[src/rtl/ks_sub_pipe.sv]
// ks_sub_pipe: pipelined 32-bit Kogge-Stone add/subtract unit with a valid/ready handshake.
// Define KS_SUB_FLAGS_EN to add the registered o_zero / o_neg result flags.
module ks_sub_pipe #(
  parameter int         WIDTH      = 32,
  parameter int         TAG_W      = 4,
  parameter logic [4:0] STAGE_MASK = 5'b11111
) (
  input  logic             i_clk,
  input  logic             i_rst,
  input  logic             i_valid,
  output logic             o_ready,
  input  logic [WIDTH-1:0] i_a,
  input  logic [WIDTH-1:0] i_b,
  input  logic             i_sub,
  input  logic [TAG_W-1:0] i_tag,
  output logic             o_valid,
  input  logic             i_ready,
  output logic [WIDTH-1:0] o_sum,
  output logic             o_cout,
  output logic             o_ovf,
  output logic [TAG_W-1:0] o_tag
`ifdef KS_SUB_FLAGS_EN
  ,
  output logic             o_zero,
  output logic             o_neg
`endif
);

  localparam int LEVELS = 5;

  // gg/gp are the running group generate/propagate; p is the untouched bitwise propagate.
  typedef struct packed {
    logic [WIDTH-1:0] gg;
    logic [WIDTH-1:0] gp;
    logic [WIDTH-1:0] p;
    logic             c0;
    logic             a31;
    logic             b31;
    logic [TAG_W-1:0] tag;
    logic             valid;
  } stage_t;

  // One Kogge-Stone level; the first level folds c0 into bit 0 as the G[-1] neighbour.
  function automatic stage_t ks_level(input stage_t s, input int span, input bit first);
    stage_t           r;
    logic [WIDTH-1:0] g_in;
    logic [WIDTH-1:0] p_in;
    int               j;
    g_in = s.gg;
    p_in = s.gp;
    if (first) begin
      g_in[0] = s.gg[0] | (s.gp[0] & s.c0);
      p_in[0] = 1'b0;
    end
    r = s;
    for (int i = 0; i < WIDTH; i++) begin
      j = (i >= span) ? (i - span) : 0;
      if (i >= span) begin
        r.gg[i] = g_in[i] | (p_in[i] & g_in[j]);
        r.gp[i] = p_in[i] & p_in[j];
      end else begin
        r.gg[i] = g_in[i];
        r.gp[i] = p_in[i];
      end
    end
    return r;
  endfunction

  logic             en;
  logic [WIDTH-1:0] b_x;
  stage_t           pg_q;
  stage_t           lvl_d [LEVELS];
  stage_t           lvl_q [LEVELS];
  stage_t           fin;
  logic [WIDTH-1:0] sum_d;
  logic             cout_d;
  logic             ovf_d;

  // A single stall enable freezes every stage, bubbles included.
  assign en      = !o_valid || i_ready;
  assign o_ready = en;
  assign b_x     = i_b ^ {WIDTH{i_sub}};

  always_ff @(posedge i_clk) begin
    if (i_rst) begin
      pg_q <= '0;
    end else if (en) begin
      pg_q.valid <= i_valid;
      if (i_valid) begin
        pg_q.gg  <= i_a & b_x;
        pg_q.gp  <= i_a ^ b_x;
        pg_q.p   <= i_a ^ b_x;
        pg_q.c0  <= i_sub;
        pg_q.a31 <= i_a[WIDTH-1];
        pg_q.b31 <= b_x[WIDTH-1];
        pg_q.tag <= i_tag;
      end
    end
  end

  // Walk the prefix levels; STAGE_MASK picks whether each level's result comes from a register.
  always_comb begin
    fin = pg_q;
    for (int k = 0; k < LEVELS; k++) begin
      lvl_d[k] = ks_level(fin, 1 << k, k == 0);
      fin      = STAGE_MASK[k] ? lvl_q[k] : lvl_d[k];
    end
  end

  always_ff @(posedge i_clk) begin
    if (i_rst) begin
      for (int k = 0; k < LEVELS; k++) begin
        lvl_q[k] <= '0;
      end
    end else if (en) begin
      for (int k = 0; k < LEVELS; k++) begin
        if (STAGE_MASK[k]) begin
          lvl_q[k] <= lvl_d[k];
        end
      end
    end
  end

  assign sum_d  = fin.p ^ {fin.gg[WIDTH-2:0], fin.c0};
  assign cout_d = fin.gg[WIDTH-1];
  assign ovf_d  = (fin.a31 == fin.b31) && (sum_d[WIDTH-1] != fin.a31);

  always_ff @(posedge i_clk) begin
    if (i_rst) begin
      o_valid <= 1'b0;
      o_sum   <= '0;
      o_cout  <= 1'b0;
      o_ovf   <= 1'b0;
      o_tag   <= '0;
`ifdef KS_SUB_FLAGS_EN
      o_zero  <= 1'b0;
      o_neg   <= 1'b0;
`endif
    end else if (en) begin
      o_valid <= fin.valid;
      o_sum   <= sum_d;
      o_cout  <= cout_d;
      o_ovf   <= ovf_d;
      o_tag   <= fin.tag;
`ifdef KS_SUB_FLAGS_EN
      o_zero  <= (sum_d == '0);
      o_neg   <= sum_d[WIDTH-1];
`endif
    end
  end

endmodule

[config.mk]
export PLATFORM = sky130hd
export DESIGN_NAME = ks_sub_pipe
export DESIGN_NICKNAME = d
export VERILOG_FILES = /design/src/rtl/ks_sub_pipe.sv
export SDC_FILE = /design/constraint.sdc
export NUM_CORES = 1
export LEC_CHECK = 0
export BUFFER_PORTS_ARGS = -buffer_cell sky130_fd_sc_hd__buf_4
export CAP_MARGIN = 20
export CORE_ASPECT_RATIO = 1.4
export CORE_MARGIN = 3
export CORE_UTILIZATION = 55
export CTS_CLUSTER_DIAMETER = 60
export DETAILED_ROUTE_END_ITERATION = 8
export PLACE_DENSITY = 0.83
export SETUP_SLACK_MARGIN = 0.15
export SYNTH_ARGS = -nofsm -noshare
export SYNTH_HDL_FRONTEND = slang
export SYNTH_SLANG_ARGS = --single-unit
[constraint.sdc]
create_clock -name i_clk -period 12.9 [get_ports i_clk]
set_clock_uncertainty 0.15 [all_clocks]
set_input_delay 1.29 -clock i_clk [delete_from_list [all_inputs] [get_ports i_clk]]
set_output_delay 1.29 -clock i_clk [all_outputs]
set_load 0.02 [all_outputs]
==> metrics.txt <==
fmax 0.209 GHz; cell count after synthesis 1666; category of the critical setup timing path in -> out; Setup violations, final 0; fraction of layout cells with a size suffix above 1 11.4%; Maximum Capacitance Violations 0; Detailed Route WL 38300 microns; share of the clock period used by the worst path after layout 37.0%; CTS Sinks 569; area growth from synthesis to final layout 11.3%; top fanout value on the critical path just over 80; post-synthesis instance area 22300 sq um; die height 244 microns; final hold violations 0; met1 GRT Util 21.7%; Reg2Reg Setup Slack 8.82 ns; layer carrying the most global-route usage met2; global-route met3 utilization 2.42%; total number of H-tree levels 2; average wire per standard cell 16.7 microns; internal power contribution 2820 uW; clock network fraction of design power 38.5%; clock tree from TritonCTS yes; die extent in x 176 microns; port buffer count 112; length of the first detailed-routing pass in iterations 6; Critical Path, Cell by Cell buf_4, nor2b_4, buf_4, inv_4, buf_4, buf_4; total setup buffers inserted after CTS 0; initial core utilization 56.2%; critical path data required time roughly 11 ns; data arrival at the endpoint of the critical path ~3.3 ns; setup TNS after final layout 0 ns; total of hold buffers inserted after clock tree synthesis 0; count of warnings emitted by yosys 0; sequential fraction of design power 57.9%; crit path launch type input pin; Row Count 86; Peak supply drop roughly 0.11 mV; Slowest Stage Delay on Critical Path 0.57 ns; outcome finished clean; Comb power frac 3.6%; post-route worst setup slack approximately 8.1 ns; average cell area after synthesis approximately 13 sq um; Post-layout nets between 1500 and 2000; global route overflow 0; flip-flop and latch count after synthesis between 500 and 600; share of the yosys chip area belonging to registers 71.6%; Slowest-stage cell, CP sky130_fd_sc_hd__buf_4; placeable core region 39700 sq um; pin count of the biggest net entering global routing 212; first-pass GRT wire length 61200 microns; power per unit of standard cell area 141 nW/um^2; slew of the pin with the lowest slew margin 1.13 ns; TritonCTS buffer count 47; gr usage total 17.6%; Resized cells post-CTS 0; drt initial violations 995; Leak Pwr between 0.01 and 0.015 uW; worst hold path class reg -> reg; crit-path most repeated cell sky130_fd_sc_hd__buf_4; diode count 0; clock-pin slew on the worst setup and hold paths 0.06 ns; total count of max-transition violations in the final report 0; number of global-route vias before repair 12000; switching share of power 19.5%; synthesized net count roughly 1800; minimum period implied by the final worst setup slack roughly 4.8 ns; via count of the routed design 12300; clock insertion delay at the later pin of the skew report roughly 0.55 ns; Net Switching between 600 and 700 uW; RSZ-0062 raised after global routing no; detailed placement HPWL roughly 24000 microns; number of vias per cell after detailed routing 5.35; gp weighted congestion slightly below 0.8; Top Ports 113; number of distinct library cells after synthesis 29; DRT antenna net count 0; Clock Path Buffers 3; met2 global-route usage 31.3%; number of antenna violations at the first check in global routing 0; die area about 43000 sq um; cell at the root of the clock tree sky130_fd_sc_hd__clkbuf_16; detailed-route DRC error count 0; Place WS 7.65 ns; Rel. slew slack 24.6%; crit path capture type output pin
[metrics by stage]
stage	hold WS [ns]	instance area [sq um]	power (uW)	utilization [%]	cells
4_1_cts	0.310	24900	3530	62.6	2296
3_5_place_dp	0.301	23400	2190	58.9	2212
2_1_floorplan	0.282	22300	2150	-	1666
6_report	0.305	24900	3510	62.6	2296
5_1_grt	0.345	24900	3620	62.6	2296
3_3_place_gp	0.294	23400	2190	58.9	2212
[sequential cells by signal, summed over array words and instances, names as in the netlist]
register / cells
o_tag: 4
lvl_d: 40
o_ovf: 1
pg_q: 32
lvl_q: 458
o_sum: 32
o_valid: 1
o_cout: 1
[cells in the mapped netlist (all sizes together)]
library cell  instances  area (sq um)
a211oi               32           285
a21o                  1          7.51
a21oi               206          1030
a311oi                1          15.0
and2                231          1450
and3                 98           613
buf                  54           335
clkbuf               52           225
dfxtp               111          2220
edfxtp              458         13800
ha                   32           400
inv                   2          10.0
nand2                12          45.0
nand2b                2          12.5
nand3                71           355
nor2                165           627
nor2b                 1          13.8
nor3                  2          10.0
o21ai                70           350
or3                   1          6.26
xnor2                32           280
xor2                 32           280
[final cells by class]
cell class | instances | area [sq um]
clock buffers | 64 | 1300
repair buffers | 124 | 943
inverters | 2 | 10.0
flip-flops and latches | 569 | 16000
clock inverters | 20 | 169
fillers | 2787 | 14900
well taps | 528 | 661
multi-input cells | 989 | 5790
[critical path: cells and delay by family]
| family | cells | cell delay (ns) |
|---|---|---|
| AND/OR/NAND/NOR | 1 | 0.09 |
| buffers and inverters | 5 | 1.79 |
[layout by cell type, fill, tap and decap left out, types with 5 or more instances in the layout]
cell type                   instances
sky130_fd_sc_hd__buf_4            123
sky130_fd_sc_hd__dfxtp_1          111
sky130_fd_sc_hd__a21oi_1          206
sky130_fd_sc_hd__a211oi_2           9
sky130_fd_sc_hd__and2_1           231
sky130_fd_sc_hd__xor2_1            32
sky130_fd_sc_hd__clkinv_1          10
sky130_fd_sc_hd__clkbuf_1          11
sky130_fd_sc_hd__o21ai_0           70
sky130_fd_sc_hd__clkinv_2           5
sky130_fd_sc_hd__nor2_1           164
sky130_fd_sc_hd__ha_1              32
sky130_fd_sc_hd__and3_1            98
sky130_fd_sc_hd__xnor2_1           32
sky130_fd_sc_hd__clkbuf_8           6
sky130_fd_sc_hd__edfxtp_1         458
sky130_fd_sc_hd__clkbuf_16         47
sky130_fd_sc_hd__a211oi_1          23
sky130_fd_sc_hd__nand3_1           71
sky130_fd_sc_hd__nand2_1           12
[metal layers]
metal	wire length [microns]	part of all wire, %	vias up
met5	0	0	-
met4	1380	3.6	0
met3	1810	4.7	87
met2	19900	52	343
met1	15200	40	5741
li1	-	-	6109
[logic make-up (layout without fill, tap and decap cells)]
group	after synthesis	count (layout)	share of synthesized area [%]
compound gates	310	310	7.57
flops	569	569	71.6
xor+xnor	64	64	2.51
buf+inv	108	210	2.56
simple gates	583	583	14.0
fa+ha+maj	32	32	1.79
[worst paths after layout]
| path | from | endpoint | cells past startpoint |
|---|---|---|---|
| worst max-delay path | i_ready | o_ready | 6 |
| worst min-delay path | lvl_d[416] | lvl_d[416] | 2 |
| worst max register to register | o_valid | lvl_q[0][241] | 5 |
| worst min register to register | lvl_d[416] | lvl_d[416] | 2 |
[power by group through the flow]
stage,Clock (uW),Sequential (uW),Combinational [uW]
6_report,1350,2030,125
3_5_place_dp,0,2070,124
5_1_grt,1440,2030,143
4_1_cts,1370,2030,126
3_3_place_gp,0,2070,121
2_1_floorplan,0,2060,86.7
Power figures use the tool's default switching activity.
